$ cat src/rtl/stopwatch_pkg_57.sv
// stopwatch_pkg_57: shared state encoding and default sizing for the stopwatch controller
package stopwatch_pkg_57;
  localparam int LAP_DEPTH_DEF = 5;
  localparam int ADDR_W_DEF = 3;
  typedef enum logic [1:0] {
    IDLE   = 2'd0,
    RUN    = 2'd1,
    PAUSE  = 2'd2,
    RECALL = 2'd3
  } state_t;
endpackage

$ cat src/rtl/stopwatch_ctrl_57_key_edge.sv
// key_edge_57: four-key rising-edge detector whose history resets high so held keys stay silent
module key_edge_57 (
  input  logic       clk,
  input  logic       rst_n,
  input  logic [3:0] keys_i,
  output logic [3:0] edges_o
);
  logic [3:0] prev_q, prev_d;
  // previous key levels always track the inputs
  always_comb prev_d = keys_i;
  // history register, set to all-ones on reset
  always_ff @(posedge clk) begin
    if (!rst_n) prev_q <= 4'hF;
    else prev_q <= prev_d;
  end
  assign edges_o = keys_i & ~prev_q;
endmodule

$ cat src/rtl/stopwatch_ctrl_57.sv
// stopwatch_ctrl_57: run/pause/recall sequencer with lap pointer and recall read-back
module stopwatch_ctrl_57
  import stopwatch_pkg_57::*;
#(
  parameter int LAP_DEPTH = LAP_DEPTH_DEF,
  parameter int ADDR_W = ADDR_W_DEF
) (
  input  logic              clk_50m_57,
  input  logic              rst_n_57,
  input  logic              mode_en_57,
  input  logic              tick_100hz_57,
  input  logic              key_run_stop_57,
  input  logic              key_record_57,
  input  logic              key_rst_57,
  input  logic              key_recall_57,
  output logic              count_step_57,
  output logic              count_clr_57,
  output logic              write_e_57,
  output logic [ADDR_W-1:0] write_addr_57,
  output logic [ADDR_W-1:0] read_addr_57,
  output logic [ADDR_W-1:0] lap_count_57,
  output logic              recall_active_57,
  output logic [1:0]        state_57
);
  localparam logic [ADDR_W:0]   DEP  = (ADDR_W+1)'(LAP_DEPTH);
  localparam logic [ADDR_W-1:0] FULL = ADDR_W'(LAP_DEPTH);
  localparam logic [ADDR_W-1:0] LAST = ADDR_W'(LAP_DEPTH - 1);

  function automatic logic [ADDR_W-1:0] inc(input logic [ADDR_W-1:0] a);
    return (a == LAST) ? '0 : a + 1'b1;
  endfunction

  function automatic logic [ADDR_W-1:0] oldest(input logic [ADDR_W-1:0] w, input logic [ADDR_W-1:0] c);
    logic [ADDR_W:0] d;
    d = {1'b0, w} - {1'b0, c};
    return d[ADDR_W] ? ADDR_W'(d + DEP) : d[ADDR_W-1:0];
  endfunction

  logic [3:0] edges, act;
  logic       a_rst, a_run, a_rec, a_rcl, has_laps, last_lap;
  state_t     state_q, state_d, ret_q, ret_d;
  logic [ADDR_W-1:0] wr_ptr_q, wr_ptr_d, write_addr_q, write_addr_d;
  logic [ADDR_W-1:0] read_addr_q, read_addr_d, lap_q, lap_d, idx_q, idx_d;
  logic       step_q, step_d, clr_q, clr_d, we_q, we_d;

  key_edge_57 u_key_edge (
    .clk    (clk_50m_57),
    .rst_n  (rst_n_57),
    .keys_i ({key_recall_57, key_record_57, key_run_stop_57, key_rst_57}),
    .edges_o(edges)
  );

  assign act      = mode_en_57 ? edges : 4'b0;
  assign a_rst    = act[0];
  assign a_run    = act[1] & ~act[0];
  assign a_rec    = act[2] & ~|act[1:0];
  assign a_rcl    = act[3] & ~|act[2:0];
  assign has_laps = lap_q != '0;
  assign last_lap = idx_q == lap_q - 1'b1;

  // next-state, lap pointer and recall sequencing; one action per cycle
  always_comb begin
    state_d     = state_q;
    ret_d       = ret_q;
    wr_ptr_d    = wr_ptr_q;
    lap_d       = lap_q;
    read_addr_d = read_addr_q;
    idx_d       = idx_q;
    clr_d       = 1'b0;
    we_d        = 1'b0;
    step_d      = tick_100hz_57 & (state_q == RUN);
    case (state_q)
      IDLE: begin
        if (a_run) state_d = RUN;
        else if (a_rst) clr_d = 1'b1;
        else if (a_rcl && has_laps) begin
          ret_d       = IDLE;
          state_d     = RECALL;
          idx_d       = '0;
          read_addr_d = oldest(wr_ptr_q, lap_q);
        end
      end
      RUN: begin
        if (a_run) state_d = PAUSE;
        else if (a_rec) begin
          we_d     = 1'b1;
          wr_ptr_d = inc(wr_ptr_q);
          lap_d    = (lap_q == FULL) ? lap_q : lap_q + 1'b1;
        end
      end
      PAUSE: begin
        if (a_run) state_d = RUN;
        else if (a_rst) begin
          clr_d       = 1'b1;
          lap_d       = '0;
          wr_ptr_d    = '0;
          read_addr_d = '0;
          state_d     = IDLE;
        end else if (a_rcl && has_laps) begin
          ret_d       = PAUSE;
          state_d     = RECALL;
          idx_d       = '0;
          read_addr_d = oldest(wr_ptr_q, lap_q);
        end
      end
      default: begin
        if (a_rst) begin
          clr_d       = 1'b1;
          lap_d       = '0;
          wr_ptr_d    = '0;
          read_addr_d = '0;
          state_d     = IDLE;
        end else if (a_run || (a_rcl && last_lap)) begin
          state_d     = ret_q;
          read_addr_d = '0;
        end else if (a_rcl) begin
          idx_d       = idx_q + 1'b1;
          read_addr_d = inc(read_addr_q);
        end
      end
    endcase
    write_addr_d = we_d ? wr_ptr_q : wr_ptr_d;
  end

  // registered state and outputs with synchronous active-low reset
  always_ff @(posedge clk_50m_57) begin
    if (!rst_n_57) begin
      state_q      <= IDLE;
      ret_q        <= IDLE;
      wr_ptr_q     <= '0;
      write_addr_q <= '0;
      read_addr_q  <= '0;
      lap_q        <= '0;
      idx_q        <= '0;
      step_q       <= 1'b0;
      clr_q        <= 1'b0;
      we_q         <= 1'b0;
    end else begin
      state_q      <= state_d;
      ret_q        <= ret_d;
      wr_ptr_q     <= wr_ptr_d;
      write_addr_q <= write_addr_d;
      read_addr_q  <= read_addr_d;
      lap_q        <= lap_d;
      idx_q        <= idx_d;
      step_q       <= step_d;
      clr_q        <= clr_d;
      we_q         <= we_d;
    end
  end

  assign count_step_57    = step_q;
  assign count_clr_57     = clr_q;
  assign write_e_57       = we_q;
  assign write_addr_57    = write_addr_q;
  assign read_addr_57     = read_addr_q;
  assign lap_count_57     = lap_q;
  assign recall_active_57 = state_q == RECALL;
  assign state_57         = state_q;
endmodule

$ cat config.mk
export PLATFORM = sky130hd
export DESIGN_NAME = stopwatch_ctrl_57
export DESIGN_NICKNAME = d
export VERILOG_FILES = /design/src/rtl/stopwatch_pkg_57.sv /design/src/rtl/stopwatch_ctrl_57_key_edge.sv /design/src/rtl/stopwatch_ctrl_57.sv
export SDC_FILE = /design/constraint.sdc
export NUM_CORES = 1
export LEC_CHECK = 0
export ABC_AREA = 0
export CELL_PAD_IN_SITES_DETAIL_PLACEMENT = 2
export CELL_PAD_IN_SITES_GLOBAL_PLACEMENT = 2
export CORE_MARGIN = 2
export CORE_UTILIZATION = 36
export CTS_BUF_LIST = sky130_fd_sc_hd__clkbuf_4 sky130_fd_sc_hd__clkbuf_8
export CTS_CLUSTER_SIZE = 28
export DETAILED_ROUTE_END_ITERATION = 10
export PLACE_DENSITY = 0.95
export RECOVER_POWER = 25
export SKIP_CTS_REPAIR_TIMING = 1
export SYNTH_ARGS = -nofsm -noshare
export SYNTH_HDL_FRONTEND = slang
export SYNTH_HIERARCHICAL = 1
export SYNTH_SLANG_ARGS = --single-unit
export TNS_END_PERCENT = 5
$ cat constraint.sdc
create_clock -name clk_50m_57 -period 7.2 [get_ports clk_50m_57]
set_clock_uncertainty 0.15 [all_clocks]
set_input_delay 1.08 -clock clk_50m_57 [delete_from_list [all_inputs] [get_ports clk_50m_57]]
set_output_delay 1.08 -clock clk_50m_57 [all_outputs]
set_load 0.03 [all_outputs]
# Word level (Yosys, flattened, before mapping)
# Cells that the tools add are included.
classes:
  addsub: 7
  n_eq_ne: 21
  mux: 54
  bitwise_logic: 9
  n_reduce_logical: 19
op_table:
  columns: ["operator", "count"]
  rows:
  - ["3-bit two-way mux", 27]
  - ["2-bit two-way mux", 14]
  - ["3-bit case mux with 3 select lines", 3]
  - ["2-bit inequality test, second input constant", 12]
  - ["3-bit by 1-bit adder with 3-bit output, second input constant", 4]
  - ["5-bit AND reduction", 2]
  - ["5-bit nonzero test", 2]
  - ["3-bit equality test, second input constant", 3]
  - ["7-bit AND reduction", 1]
  - ["2-bit case mux with 3 select lines", 1]
  - ["3-bit case mux with 2 select lines", 1]
  - ["6-bit AND reduction", 1]
  - ["1-bit two-way mux", 5]
  - ["1-bit AND", 4]
  - ["4-bit AND", 1]
  - ["2-bit equality test, second input constant", 2]
  - ["4-bit two-way mux", 1]
  - ["4-bit inverter", 1]
  - ["2-bit case mux with 2 select lines", 1]
  - ["2-bit nonzero test", 2]
  - ["2-bit OR reduction", 2]
  - ["3-bit by 3-bit subtractor with 4-bit output", 1]
  - ["3-bit adder, second input constant", 1]
  - ["3-bit equality test", 1]
  - ["13 further kinds", 17]
word_totals:
  register_bits: 26
  output_inout_bits: 15
  word_cells: 121

# Logic depth before layout (Yosys ltp)
depth:
  word_depth: 11
  ltp_mapped: 11
  ltp_nobuf: 11

# Modules after synthesis
# The synthesis kept the hierarchy.
modules_own_cells:
  columns: ["mod", "n_inst", "cells_per_inst", "area_per_inst_um2", "seq_area_each_um2"]
  rows:
  - ["stopwatch_ctrl_57", 1, 169, 1380.1, 420.4]
  - ["key_edge_57", 1, 12, 160.2, 80.1]

# Least setup slack after synthesis
# Ideal clock, no wire load.
synth_path:
  kind: "reg2reg"
  startpoint: "register lap_q[0], in the netlist lap_count_57[0]"
  endpoint: "register read_addr_q[2], in the netlist read_addr_57[2]"
  arrival_ns: 2.423
  required_time_ns: 6.964
  slack_ns: 4.541
  stages_incl_launch_ff: 11
  path_buffers: 0
  cell_sequence: "dfxtp_1 ha_1 inv_1 fa_1 ha_1 nor2_1 or2_2 o21ai_0 mux2i_1 nor3_1 a221oi_2"
synth_between:
  elab_chain_len: 7
  word_cells_on_any_way: 19
synth_rtl:
  columns: ["item", "line", "source"]
  rows:
  - ["start: declaration", "stopwatch_ctrl_57.sv:43", "logic [ADDR_W-1:0] read_addr_q, read_addr_d, lap_q, lap_d, idx_q, idx_d;"]
  - ["start signal: assignment", "stopwatch_ctrl_57.sv:144", "lap_q <= lap_d;"]
  - ["3-bit by 3-bit subtractor with 4-bit output or 3-bit by 1-bit subtractor with 3-bit output (tied branches)", "stopwatch_ctrl_57.sv:35, stopwatch_ctrl_57.sv:59", null]
  - ["3-bit adder or 3-bit equality test (tied branches)", "stopwatch_ctrl_57.sv:36, stopwatch_ctrl_57.sv:59", null]
  - ["3-bit two-way mux or 1-bit logical AND (tied branches)", "stopwatch_ctrl_57.sv:36, stopwatch_ctrl_57.sv:113", null]
  - ["3-bit two-way mux or 1-bit logical OR (tied branches)", "stopwatch_ctrl_57.sv:76, stopwatch_ctrl_57.sv:99, stopwatch_ctrl_57.sv:113", null]
  - ["3-bit two-way mux (on tied branches)", "stopwatch_ctrl_57.sv:93, stopwatch_ctrl_57.sv:75, stopwatch_ctrl_57.sv:113", null]
  - ["3-bit two-way mux (on tied branches)", "stopwatch_ctrl_57.sv:92, stopwatch_ctrl_57.sv:74, stopwatch_ctrl_57.sv:107", null]
  - ["3-bit case mux with 3 select lines", "stopwatch_ctrl_57.sv:72", "case (state_q)"]
  - ["end signal: assignment", "stopwatch_ctrl_57.sv:143", "read_addr_q <= read_addr_d;"]
  - ["end: declaration", "stopwatch_ctrl_57.sv:43", null]
# Parallel ways exist; a longest one is shown, timed or not. The select of a mux whose other input is x is not followed.
# A chain may end at the register's enable or synchronous reset.

# Final worst setup path
layout_path:
  startpoint: "input port key_rst_57"
  endpoint: "register read_addr_q[2], in the netlist read_addr_57[2]"
layout_between:
  elab_chain_len: 10
  word_cells_on_any_way: 23
layout_rtl:
  columns: ["item", "line", "source"]
  rows:
  - ["start: declaration", "stopwatch_ctrl_57.sv:14", "input logic key_rst_57,"]
  - ["4-bit AND (*)", "stopwatch_ctrl_57_key_edge.sv:16", "assign edges_o = keys_i & ~prev_q;"]
  - ["named net edges[0]", "stopwatch_ctrl_57.sv:39", "logic [3:0] edges, act;"]
  - ["4-bit two-way mux (*)", "stopwatch_ctrl_57.sv:53", "assign act = mode_en_57 ? edges : 4'b0;"]
  - ["3-bit OR reduction", "stopwatch_ctrl_57.sv:57", "assign a_rcl = act[3] & ~|act[2:0];"]
  - ["1-bit zero test", "stopwatch_ctrl_57.sv:57", null]
  - ["1-bit AND", "stopwatch_ctrl_57.sv:57", null]
  - ["1-bit logical AND (on tied branches)", "stopwatch_ctrl_57.sv:76, stopwatch_ctrl_57.sv:99, stopwatch_ctrl_57.sv:113", null]
  - ["3-bit two-way mux or 1-bit logical OR (tied branches)", null, null]
  - ["3-bit two-way mux (on tied branches) (2 in series)", null, null]
  - ["3-bit case mux with 3 select lines", "stopwatch_ctrl_57.sv:72", null]
# The timed path passes the listed nets; every way through them passes the cells marked *. The select of a mux whose other input is x is not followed.

==> results.md <==
- Outcome: finished clean
- DRT Wirelength: 4.99 mm
- Routed WL per cell: 19.9 µm
- Detailed Route Iter0 Violations: 36
- Slew HR: 0.497
- Tot Pwr: 248 µW
- H-tree depth: 1
- P_int: 187 µW
- Filler Cell Count: 454
- Ports: 23
- Final period util: 0.489
- Hold Crit Start: read_addr_57[2]
- Largest net degree at the start of global routing: 17
- Vias in the first global route: 1,558
- Drt first pass iters: 4
- Clock Latency Late Sink: 280 ps
- Initial Util: 0.380
- Antenna Cells: 0
- Syn Std Cell Area: 1540 µm²
- Nets: 224
- Area Growth Syn to Fin: 19.1%
- Post-synthesis instance total: 181
- Warning count from the yosys run: 6
- Via density: 5.63
- VDD IR max: 0.0000991 V
- Hpwl dp: 3.86 mm
- DIE AREA: 4820 µm²
- Clock transition at path regs: 90 ps
- Tot GR Track Use: 0.213
- Crit-path slowest cell: nor2b_1
- Gate power share: 0.080
- Avg Cell Area, Syn: 8.51 µm²
- Sw Ratio: 0.248
- Final setup violation count: 0
- Fin crit period: 3520 ps
- Sequential share of the synthesized area: 0.325
- Final std cells w/o fill: 251
- CP Data Arrival Time: 3520 ps
- CP delay by family, top: simple AND/OR/NAND/NOR gates
- Slew Viols, Final: 0
- Power density cells: 135 nW/µm²
- CTS tree: yes
- Chip Width: 69.4 µm
- # placed instances: 247
- Ordered list of cells on the worst path: dlygate4sd3_1 > nor2b_1 > nand3b_1 > o22ai_1 > a21oi_1 > nand2_1 > nor3_1 > a221oi_2
- RR Startpoint: lap_count_57[0]
- IO buf count: 22
- Startpoint Class: primary input
- EDFF count, synth: 0
- Global-route wire length before repair: 8.09 mm
- Critical Path Fanout Max: 11
- #FFs+latches synth: 25
- CP Capture Type: flop
- Fmax: 284 MHz
- Clock root buffer: clkbuf_8
- CTS Sinks: 25
- Ys async rst share: 0
- DR vias: 1,412
- Synth Flop Type: dfxtp_1
- Grt ovf: 0
- DRC: 0
- CTS Buf Count: 3
- Kind of critical path: in2reg
- CP startpoint: key_rst_57
- Max-cap violations: 0
- Crit path required time: 7200 ps
- Largest stage delay, worst path: 620 ps
- Final Hold Vio Count: 0
- Clock network fraction of total power: 0.353
- Initial antenna violation count: 0
- Layout cells sized above 1: 0.0746
- FP Rows: 23
- Total negative setup slack: 0 ps
- Die Ht: 69.4 µm
- Deepest clock path buffer count: 2
- GPL Wtd Cong: 0.801
- Routed Antenna Nets: 0
- Sequential Power Share: 0.567
- Cell variety after synth: 42
- Core area: 4060 µm²
- Slew @ Worst Pin: 753 ps
- P_sw: 61.5 µW
- RSZ-0062 raised after global routing: false
- Worst min-delay path class: reg2reg
- Syn nets: 203
- Worst path bufs/invs: 1
- Leak pwr: 0.720 nW
==> cell families after synthesis <==
logic type / synth area share
simple gates: 0.282
compound gates: 0.154
flops: 0.325
buf+inv: 0.0496
fa+ha+maj: 0.119
xor+xnor: 0.0382
mux: 0.0333
==> metal layers <==
| layer | share of wire | GRT usage |
|---|---|---|
| met3 | 0.018 | 0.0291 |
| met1 | 0.45 | 0.270 |
| met5 | 0 | 0 |
| met2 | 0.51 | 0.368 |
| met4 | 0.019 | 0.0763 |
==> cell usage after synthesis (all sizes together) (2+ instances only) <==
library cell / count / area [µm²]
nand2: 14 / 52.6
dfxtp: 25 / 500
nand3b: 2 / 15.0
nand3: 9 / 45.0
buf: 4 / 20.0
a21oi: 12 / 60.1
nand2b: 6 / 37.5
mux2i: 4 / 40.0
inv: 13 / 48.8
a211o: 2 / 17.5
a22oi: 2 / 15.0
xnor2: 3 / 26.3
a31oi: 4 / 25.0
o21ai: 10 / 50.0
nand4: 2 / 12.5
and3: 6 / 38.8
nor2b: 6 / 67.6
nor2: 17 / 63.8
ha: 13 / 163
clkbuf: 2 / 7.51
nor3: 7 / 35.0
==> worst min-delay path, stage by stage (launching register included) <==
cell      delay [ps]
dfxtp_1          340
inv_1             90
a221oi_2          60
==> metrics by stage <==
step | worst slack, ps | utilization | hold WS, ps | instance area [µm²]
final | 3680 | 0.452 | 386 | 1830
after global routing | 3450 | 0.452 | 406 | 1830
after CTS | 3980 | 0.454 | 392 | 1840
after detailed placement | 3650 | 0.442 | 372 | 1800
after global placement | 3910 | 0.442 | 324 | 1800
after floorplan | 4540 | - | 287 | 1540
==> power groups by stage <==
| stage | registers, mW | clock network [mW] | logic, mW |
|---|---|---|---|
| after floorplan | 0.144 | 0 | 0.0114 |
| after global placement | 0.144 | 0 | 0.0185 |
| after detailed placement | 0.144 | 0 | 0.0200 |
| after CTS | 0.141 | 0.0901 | 0.0205 |
| after global routing | 0.141 | 0.0962 | 0.0216 |
| final | 0.141 | 0.0876 | 0.0199 |
==> cell usage in the layout (no fill, tap or decap), drive strengths merged, types with 3 or more instances in the layout <==
| cell type | count |
|---|---|
| dfxtp | 25 |
| clkdlybuf4s50 | 19 |
| nor2 | 17 |
| nand2 | 14 |
| inv | 13 |
| ha | 13 |
| a21oi | 12 |
| o21ai | 10 |
| nand3 | 9 |
| nor3 | 7 |
| nand2b | 6 |
| and3 | 6 |
| nor2b | 6 |
| mux2i | 4 |
| a31oi | 4 |
| xnor2 | 3 |
| clkbuf | 3 |
| dlygate4sd3 | 3 |
==> final cells by class <==
type                            instances  area (µm²)  share of cell area
Clock buffer                            3        41.3              0.0225
Clock inverter                          1        5.00             0.00273
Inverter                               13        48.8              0.0266
Multi-Input combinational cell        137         956               0.521
Sequential cell                        25         500               0.273
Tap cell                               50        62.6              0.0341
Timing Repair Buffer                   22         220               0.120
==> state kept, by name (all words and copies together) (netlist names) <==
| register | cells |
|---|---|
| write_addr_57 | 3 |
| wr_ptr_q | 3 |
| state_57 | 2 |
| count_step_57 | 1 |
| idx_q | 3 |
| lap_count_57 | 3 |
| write_e_57 | 1 |
| read_addr_57 | 3 |
| ret_q | 1 |
| u_key_edge/prev_q | 4 |
| count_clr_57 | 1 |
==> path summary, 6_finish.rpt <==
| kind | end | slack [ps] | cells after the start |
|---|---|---|---|
| setup reg to reg | read_addr_57[2] | 4440 | 10 |
| hold reg to reg | read_addr_57[2] | 390 | 2 |
| hold / removal | read_addr_57[2] | 390 | 2 |
| setup / recovery | read_addr_57[2] | 3680 | 8 |
No activity file was read; power rests on OpenSTA's default activity.
